$ cat src/rtl/spike_rate_decoder.sv
// spike_rate_decoder: counts rising edges of spike_in over back-to-back windows of win_len
// cycles and delivers each count on a valid/ready port. Optional ISI output: SPIKE_DECODER_ISI_EN.
module spike_rate_decoder #(
  parameter int WINDOW_W = 8,
  parameter int COUNT_W  = 8
) (
  input  logic                clk,
  input  logic                reset,
  input  logic                spike_in,
  input  logic                enable,
  input  logic [WINDOW_W-1:0] win_len,
  output logic [COUNT_W-1:0]  rate_out,
  output logic                rate_valid,
  input  logic                rate_ready,
  output logic                overflow,
  output logic                overrun,
`ifdef SPIKE_DECODER_ISI_EN
  output logic [WINDOW_W-1:0] isi_out,
`endif
  output logic                busy
);

  // state   | meaning
  // S_IDLE  | not counting; a held result may still drain
  // S_COUNT | sampling spike_in, windows running back-to-back
  typedef enum logic {S_IDLE = 1'b0, S_COUNT = 1'b1} state_e;

  localparam logic [COUNT_W-1:0]  CNT_MAX = '1;
  localparam logic [COUNT_W-1:0]  CNT_ONE = COUNT_W'(1);
  localparam logic [WINDOW_W-1:0] WIN_ONE = WINDOW_W'(1);

  state_e              state_q, state_d;
  logic [WINDOW_W-1:0] remain_q, remain_d;
  logic [COUNT_W-1:0]  cnt_q, cnt_d, cnt_inc;
  logic                wovf_q, wovf_d, wovf_inc;
  logic                spike_prev_q;
  logic [COUNT_W-1:0]  rate_q, rate_d;
  logic                valid_q, valid_d;
  logic                ovf_q, ovf_d;
  logic                overrun_q, overrun_d;
  logic                edge_det, start, sample, win_end, xfer, cnt_max;

  assign edge_det = spike_in & ~spike_prev_q;
  assign start    = (state_q == S_IDLE) & enable;
  assign sample   = (state_q == S_COUNT) & enable;
  // remain_q is a down-counter loaded with N-1, so win_len=0 wraps to a 2**WINDOW_W window
  assign win_end  = sample & (remain_q == '0);
  assign xfer     = valid_q & rate_ready;
  assign cnt_max  = (cnt_q == CNT_MAX);
  assign cnt_inc  = (edge_det & ~cnt_max) ? cnt_q + CNT_ONE : cnt_q;
  assign wovf_inc = wovf_q | (edge_det & cnt_max);

  always_ff @(posedge clk or posedge reset) begin
    if (reset) state_q <= S_IDLE;
    else       state_q <= state_d;
  end

  always_comb begin
    state_d = state_q;
    case (state_q)
      S_IDLE:  if (enable)  state_d = S_COUNT;
      S_COUNT: if (!enable) state_d = S_IDLE;
      default: state_d = S_IDLE;
    endcase
  end

  always_comb begin
    busy       = (state_q == S_COUNT);
    rate_out   = rate_q;
    rate_valid = valid_q;
    overflow   = ovf_q;
    overrun    = overrun_q;
  end

  always_comb begin
    remain_d  = remain_q;
    cnt_d     = cnt_q;
    wovf_d    = wovf_q;
    rate_d    = rate_q;
    ovf_d     = ovf_q;
    valid_d   = valid_q;
    overrun_d = overrun_q;
    if (start || win_end) begin
      remain_d = win_len - WIN_ONE;
      cnt_d    = '0;
      wovf_d   = 1'b0;
    end else if (sample) begin
      remain_d = remain_q - WIN_ONE;
      cnt_d    = cnt_inc;
      wovf_d   = wovf_inc;
    end
    if (win_end) begin
      rate_d  = cnt_inc;
      ovf_d   = wovf_inc;
      valid_d = 1'b1;
      if (valid_q & ~rate_ready) overrun_d = 1'b1;
      else if (xfer)             overrun_d = 1'b0;
    end else if (xfer) begin
      valid_d   = 1'b0;
      overrun_d = 1'b0;
    end
  end

  always_ff @(posedge clk or posedge reset) begin
    if (reset) begin
      spike_prev_q <= 1'b0;
      remain_q     <= '0;
      cnt_q        <= '0;
      wovf_q       <= 1'b0;
      rate_q       <= '0;
      valid_q      <= 1'b0;
      ovf_q        <= 1'b0;
      overrun_q    <= 1'b0;
    end else begin
      spike_prev_q <= spike_in;
      remain_q     <= remain_d;
      cnt_q        <= cnt_d;
      wovf_q       <= wovf_d;
      rate_q       <= rate_d;
      valid_q      <= valid_d;
      ovf_q        <= ovf_d;
      overrun_q    <= overrun_d;
    end
  end

`ifdef SPIKE_DECODER_ISI_EN
  localparam logic [WINDOW_W-1:0] GAP_MAX = '1;

  logic [WINDOW_W-1:0] gap_q, gap_d, gap_step;
  logic [WINDOW_W-1:0] isi_win_q, isi_win_d, isi_cur;
  logic [WINDOW_W-1:0] isi_q, isi_d;
  logic                seen_q, seen_d;

  // gap_q counts cycles since the last edge; the interval to a new edge is gap_q+1
  assign gap_step = (gap_q == GAP_MAX) ? GAP_MAX : gap_q + WIN_ONE;
  assign isi_cur  = (sample & edge_det & seen_q) ? gap_step : isi_win_q;

  always_comb begin
    gap_d     = gap_q;
    isi_win_d = isi_win_q;
    seen_d    = seen_q;
    isi_d     = isi_q;
    if (start || win_end) begin
      gap_d     = '0;
      isi_win_d = '0;
      seen_d    = 1'b0;
    end else if (sample) begin
      gap_d     = edge_det ? '0 : gap_step;
      isi_win_d = isi_cur;
      seen_d    = seen_q | edge_det;
    end
    if (win_end) isi_d = isi_cur;
  end

  always_ff @(posedge clk or posedge reset) begin
    if (reset) begin
      gap_q     <= '0;
      isi_win_q <= '0;
      seen_q    <= 1'b0;
      isi_q     <= '0;
    end else begin
      gap_q     <= gap_d;
      isi_win_q <= isi_win_d;
      seen_q    <= seen_d;
      isi_q     <= isi_d;
    end
  end

  assign isi_out = isi_q;
`endif

endmodule

$ cat config.mk
export PLATFORM = sky130hd
export DESIGN_NAME = spike_rate_decoder
export DESIGN_NICKNAME = d
export VERILOG_FILES = /design/src/rtl/spike_rate_decoder.sv
export SDC_FILE = /design/constraint.sdc
export NUM_CORES = 1
export LEC_CHECK = 0
export ABC_AREA = 1
export BUFFER_PORTS_ARGS = -buffer_cell sky130_fd_sc_hd__buf_2
export CORE_UTILIZATION = 52
export CTS_CLUSTER_SIZE = 40
export DETAILED_ROUTE_END_ITERATION = 8
export PLACE_DENSITY = 0.74
export SLEW_MARGIN = 20
export SYNTH_ARGS = -nofsm -noshare
export SYNTH_HDL_FRONTEND = slang
export SYNTH_SLANG_ARGS = --single-unit
$ cat constraint.sdc
create_clock -name clk -period 2.5 [get_ports clk]
set_input_delay 0 -clock clk [delete_from_list [all_inputs] [get_ports clk]]
set_output_delay 0 -clock clk [all_outputs]
set_load 0.05 [all_outputs]
==> results.cfg, run 1 <==
[run_status]
status = finished, violations left
violated_checks = DRC

[synthesis]
yosysWarnings = 0
synth.yosys.seq_area_share = 0.4612
synth.cell_area_sq_mm = 0.001628
synthMostInstantiatedCell = nand2_1
synth_flop_cell = dfrtp_1
synth_area_per_cell_sq_um = 7.642
synth.largest_area_cell = dfrtp_1
synth_fp_nets = 228
netlist-cell-type-count = 24
synth_enable_flop_cells = 0
synthTopCellsByArea = dfrtp_1 46%, nand2_1 13%, inv_1 8.1%
netlist_instances = 213
synth_async_reset_ratio = 1.000
list_of_most_frequent_post_synthesis_cells = 55 x nand2_1, 35 x inv_1, 30 x dfrtp_1
ys_seq_elements = 30
synth_top_area_share = 0.4612

[global_routing]
overflow = 0
grt_pass1_wl_mm = 5.754
number_of_global_route_vias_before_repair = 1325
globalRouteTotalUtil = 0.2304
antenna_found_initial = 0
grt_start_max_net_pins = 31

[cts]
maximum_clock_path_buffer_count = 2
insertion_delay_ns = 0.34
clkSinkCount = 30
tritoncts_clock_tree = built
cts_buffers = 5
post_cts_resized = 0
cts_h_tree_depth = 2
cts.clk_slew.worst_paths_ns = 0.10
ctsRootBufferMaster = clkbuf_4

[route]
met3WireLength_microns = 192
drt_first_iter_violations = 57
drt-vias-per-instance = 5.126
drtAntennaViolNets = 0
detail_route.wirelength.met1_mm = 1.703
dr.pass1.iters = 9
num_vias = 1425
dr.max_layer_used = met4
post-route-drc-count = 3
wl_per_cell_microns = 12.00
wl_met2_mm = 1.380
detail_route.wirelength_mm = 3.337

[floorplanning]
floorplan.io_pins = 25
initial_standard_cell_utilization_of_the_core = 0.5706
fp.dieW_microns = 57.95
die_area_sq_mm = 0.003358
floorplan.rows = 19
dieHeight_microns = 57.95
core_region_area_sq_mm = 0.002853

[setup_path]
cp_cell_sequence = dlygate4sd3_1 -> buf_2 -> inv_2 -> nor2_1 -> o21bai_4 -> nand2_1 -> nand2_1 -> ha_1 -> nand2_2 -> nor2_4 -> nand2_1 -> nand2_1 -> nand3_1 -> nand2_1
cp_max_fo = 17
setup.worst_path.class = input pin to flop
required_ns = 2.78
ff2ff_setup_slack_ns = 0.59
timing.rr.end = remain_q[6]
timing.critical_path.slowest_stage_cell = dlygate4sd3_1
reg2reg_depth = 14
critPathCaptureType = flop
cpLargestDelayFamily = buffers and inverters
worstReg2RegStart = busy
arrival_ns = 2.35
path_common_cell = nand2_1
critical_path.n_buffers_inverters = 3
cp_slowest_stage_delay_ns = 0.52
worstSetupStartpointType = input pin

[flow_run]
drv.max_cap_violation_count = 0

[timing]
fin_crit_ns = 2.062
final_worst_slack_ns = 0.4384
final_max_slew_viol_count = 0
tightestPinTransition_ns = 0.4668
fmaxAchievable_ghz = 0.4851
hold_viol = 0
unrepaired_setup_endpoints_after_global_routing = no
finalSetupViolations = 0
fin_worst_skew_ns = 0.008773
timing.slew.headroom = 0.6864
fin_tns_setup_ns = 0
post-route-period-util = 0.8246

[power_and_ir_drop]
power_spent_charging_and_discharging_nets_w = 0.0003875
pwr_dens_mw_per_mm2 = 632.3
internal_power_w = 0.0008181
pwr-share-clk = 0.302
ir_drop_uv = 391.6
sequential_power_share = 0.472
static-leakage-power_nw = 0.9996
post-layout-total-power_w = 0.001206
pwr-share-comb = 0.226
netSwitchingFraction = 0.3214

[place]
place.detailed.hpwl_mm = 2.358
dp_worst_setup_slack_ns = 0.6030
port_buffers = 24
place_inst = 266
gp_congestion = 0.8975

[final_layout]
antenna_cells_inserted = 0
sequential_cell_area_sq_um = 750.7
multiInputGateArea_sq_um = 713.2
final_net_count = 261
final_cell_count_no_fill = 278
final_layout_size_suffix_gt1_frac = 0.1822
fillers = 258
syn2layout_area_growth_pct = 17.14
final_core_utilization = 0.6684

[hold_path]
hold_path_startpoint = win_len[7]
worstHoldPathType = input pin to flop
whs_path_depth = 5
endpoint_of_the_worst_hold_path = remain_q[7]
sequential cells by signal (all words and copies together), names as in the netlist, named ones only:
| signal | count |
|---|---|
| cnt_q | 8 |
| rate_out | 8 |
| remain_q | 8 |
| busy | 1 |
| overflow | 1 |
| rate_valid | 1 |
| spike_prev_q | 1 |
| wovf_q | 1 |
final cells by class:
cell class / instances / share of cell area
Tap cell: 31 / 0.02034
Clock buffer: 8 / 0.04134
Timing Repair Buffer: 31 / 0.09580
Sequential cell: 30 / 0.3937
Multi-Input combinational cell: 140 / 0.3740
Inverter: 38 / 0.07480
cell usage in the layout (no fill, tap or decap), drive strengths merged:
cell type    netlist  final
nand2             60     60
buf                2     27
o21bai             3      3
a21oi              3      3
xor2               7      7
o22ai              6      6
nand3b             1      1
o21ai             20     20
clkbuf             3      8
nor2              16     16
dfrtp             30     30
a2bb2oi            1      1
inv               36     36
dlygate4sd3        0      4
ha                 2      2
nand3             13     13
nand4              3      3
clkinv             2      2
nor3               3      3
a22oi              2      2
timing repair:
| item | 4_1_cts | 5_1_grt |
|---|---|---|
| buffers inserted | 0 | 0 |
| hold endpoints to repair | 34 | 0 |
| hold buffers | 4 | 0 |
worst max path at each step:
stage | cells past startpoint | from | endpoint | slack (ns)
global placement | 13 | busy | remain_q[6] | 0.64
detailed placement | 13 | busy | remain_q[6] | 0.60
global route | 14 | enable | remain_q[6] | 0.19
finish | 14 | enable | remain_q[6] | 0.44
CTS | 14 | enable | remain_q[6] | 0.45
floorplan | 13 | busy | remain_q[6] | 0.60
worst reg2reg max path: stages, from the launching register on:
cell      delay, ns
dfrtp_1        0.39
nand2_1        0.06
clkinv_1       0.07
nand2_2        0.09
inv_1          0.05
nand2_1        0.30
nand3_1        0.14
nand2_2        0.12
ha_1           0.18
nand2_2        0.09
nor2_4         0.13
nand2_1        0.06
nand2_1        0.06
nand3_1        0.06
nand2_1        0.07
per-layer routing:
metal	global-route usage	vias up
li1	-	740
met1	0.3333	638
met2	0.3366	40
met3	0.04688	7
met4	0.1020	0
met5	0	-
cell families after synthesis:
logic type	after synthesis	share of synthesized area
compound gates	35	0.1291
xor+xnor	7	0.03766
fa+ha+maj	2	0.01537
buf+inv	43	0.1007
flops	30	0.4612
simple gates	96	0.2560
metrics by stage:
step	hold slack [ns]	area, sq um
floorplan	0.03143	1628
CTS	0.05745	1907
detailed placement	0.09411	1788
global route	0.09902	1907
global placement	0.08879	1788
finish	0.05604	1907
power groups by stage:
stage / clock [W] / sequential [W] / combinational (W)
detailed placement: 0 / 0.000578 / 0.000267
finish: 0.000364 / 0.000569 / 0.000272
global placement: 0 / 0.000577 / 0.000266
global route: 0.000387 / 0.000575 / 0.000314
CTS: 0.000367 / 0.000568 / 0.000273
floorplan: 0 / 0.000593 / 0.000185
Note: power is estimated with default switching activity, not from simulation.
==> inputs of run 2 (changes only) <==
- clock period: 2.5 -> 1.97 ns (I/O delays scaled with it)
==> results.cfg, run 2 (synthesis results as in run 1) <==
[final_layout]
antenna_cells_inserted = 0
final_net_count = 267
fillers = 246
layout.cells.most_common = nand2_1
layout_common_cells = 54 x nand2_1, 35 x inv_1, 30 x dfrtp_1
syn2layout_area_growth_pct = 19.52
final_design_area_no_fill_sq_mm = 0.001946
final_layout_size_suffix_gt1_frac = 0.2231

[run_status]
violated_checks = DRC
status = finished, violations left

[setup_path]
critPathCaptureType = flop
timing.critical_path.slowest_stage_cell = dfrtp_1
cp_max_fo = 6
worstSetupStartpointType = flop
setup.worst_path.class = flop to flop
arrival_ns = 2.03
required_ns = 2.18
cp_cell_sequence = nor2_2 -> nand3_2 -> o21bai_4 -> nand2_1 -> nand2_2 -> ha_2 -> nand2_2 -> nor2_4 -> nand3_1 -> nand3_1 -> nand2_1
cp_slowest_stage_delay_ns = 0.41

[global_routing]
globalRouteTotalUtil = 0.2192
grt_pass1_wl_mm = 5.575
grt_start_max_net_pins = 31
overflow = 0
number_of_global_route_vias_before_repair = 1279
antenna_found_initial = 0

[flow_run]
drv.max_cap_violation_count = 0

[cts]
ctsRootBufferMaster = clkbuf_4
tritoncts_clock_tree = built
cts.clk_slew.worst_paths_ns = 0.08
insertion_delay_ns = 0.32
maximum_clock_path_buffer_count = 2
clkSinkCount = 30
cts_h_tree_depth = 2
cts_buffers = 5

[timing]
fin_worst_skew_ns = 0.008157
final_max_slew_viol_count = 0
fmaxAchievable_ghz = 0.5520
timing.slew.headroom = 0.6549
final.hold.worst_slack_ns = 0.09052
hold_viol = 0
post-route-period-util = 0.9197
fin_crit_ns = 1.812
tightestPinTransition_ns = 0.5137
finalSetupViolations = 0

[floorplanning]
fp.dieW_microns = 57.95
initial_standard_cell_utilization_of_the_core = 0.5706
core_region_area_sq_mm = 0.002853
dieHeight_microns = 57.95
floorplan.rows = 19
floorplan.io_pins = 25
die_area_sq_mm = 0.003358

[route]
detail_route.wirelength_mm = 3.290
drt-vias-per-instance = 5.131
post-route-drc-count = 3
drt_first_iter_violations = 69
drtAntennaViolNets = 0
wl_per_cell_microns = 11.67
num_vias = 1447
dr.pass1.iters = 7

[power_and_ir_drop]
post-layout-total-power_w = 0.001440
static-leakage-power_nw = 1.014
pwr_dens_mw_per_mm2 = 740.1
ir_drop_uv = 413.2

[place]
port_buffers = 24
place.detailed.hpwl_mm = 2.399
gp_congestion = 0.8290
dpl_cell_area_sq_mm = 0.001810

[hold_path]
worstHoldPathType = input pin to flop
[run 2: final cells by class]
class	count	area, sq um	share of cell area
well taps	31	38.79	0.01994
multi-input cells	140	734.5	0.3775
inverters	38	142.6	0.07331
clock buffers	6	51.30	0.02637
repair buffers	37	227.7	0.1170
flip-flops and latches	30	750.7	0.3859
[run 2: worst paths after layout]
path / depth (start not counted) / startpoint / slack (ns) / to
setup / recovery: 11 / remain_q[7] / 0.16 / remain_q[6]
hold / removal: 5 / win_len[7] / 0.09 / remain_q[7]
setup reg to reg: 11 / remain_q[7] / 0.16 / remain_q[6]
hold reg to reg: 1 / rate_valid / 0.48 / flop
max in group asynchronous: 4 / reset / 1.41 / remain_q[2]
min in group asynchronous: 4 / reset / 0.29 / cnt_q[1]
[run 2: repair_timing]
action | 4_1_cts | 5_1_grt
hold endpoints to repair | 36 | 0
buffers inserted | 0 | 3
endpoints found under the setup margin | 0 | 18
hold buffers | 4 | 0
gates resized for setup | 0 | 7
[run 2: where the power goes]
| group | leakage [nW] | total (W) | switching [W] | internal, W |
|---|---|---|---|---|
| combinational | 0.590 | 0.000377 | 0.000242 | 0.000135 |
| clock | 0.0302 | 0.000344 | 0.000184 | 0.000160 |
| sequential | 0.394 | 0.000718 | 0.0000429 | 0.000675 |
| total | 1.01 | 0.00144 | 0.000469 | 0.000971 |
[run 2: critical path: cells and delay by family (launching register included)]
kind	cells	cell delay [ns]
flip-flops	1	0.41
AO/OA/AOI/OAI	1	0.22
AND/OR/NAND/NOR	9	0.88
adder cells (fa/ha/maj)	1	0.20
[run 2: routing by layer]
metal | global-route usage | routed length [microns] | vias up
met5 | 0 | 0 | -
met4 | 0.08163 | 74 | 0
met3 | 0.04688 | 176 | 12
met2 | 0.2972 | 1285 | 48
met1 | 0.3426 | 1753 | 635
li1 | - | - | 752
[run 2: metrics by stage]
stage               TNS (ns)  worst slack [ns]  std cells  utilization
floorplan                  0           0.07499        213            -
global placement           0           0.09317        269       0.6346
detailed placement         0           0.05363        269       0.6346
CTS                        0           0.04892        279       0.6667
global route        -0.02583          -0.01403        282       0.6820
finish                     0            0.1583        282       0.6820
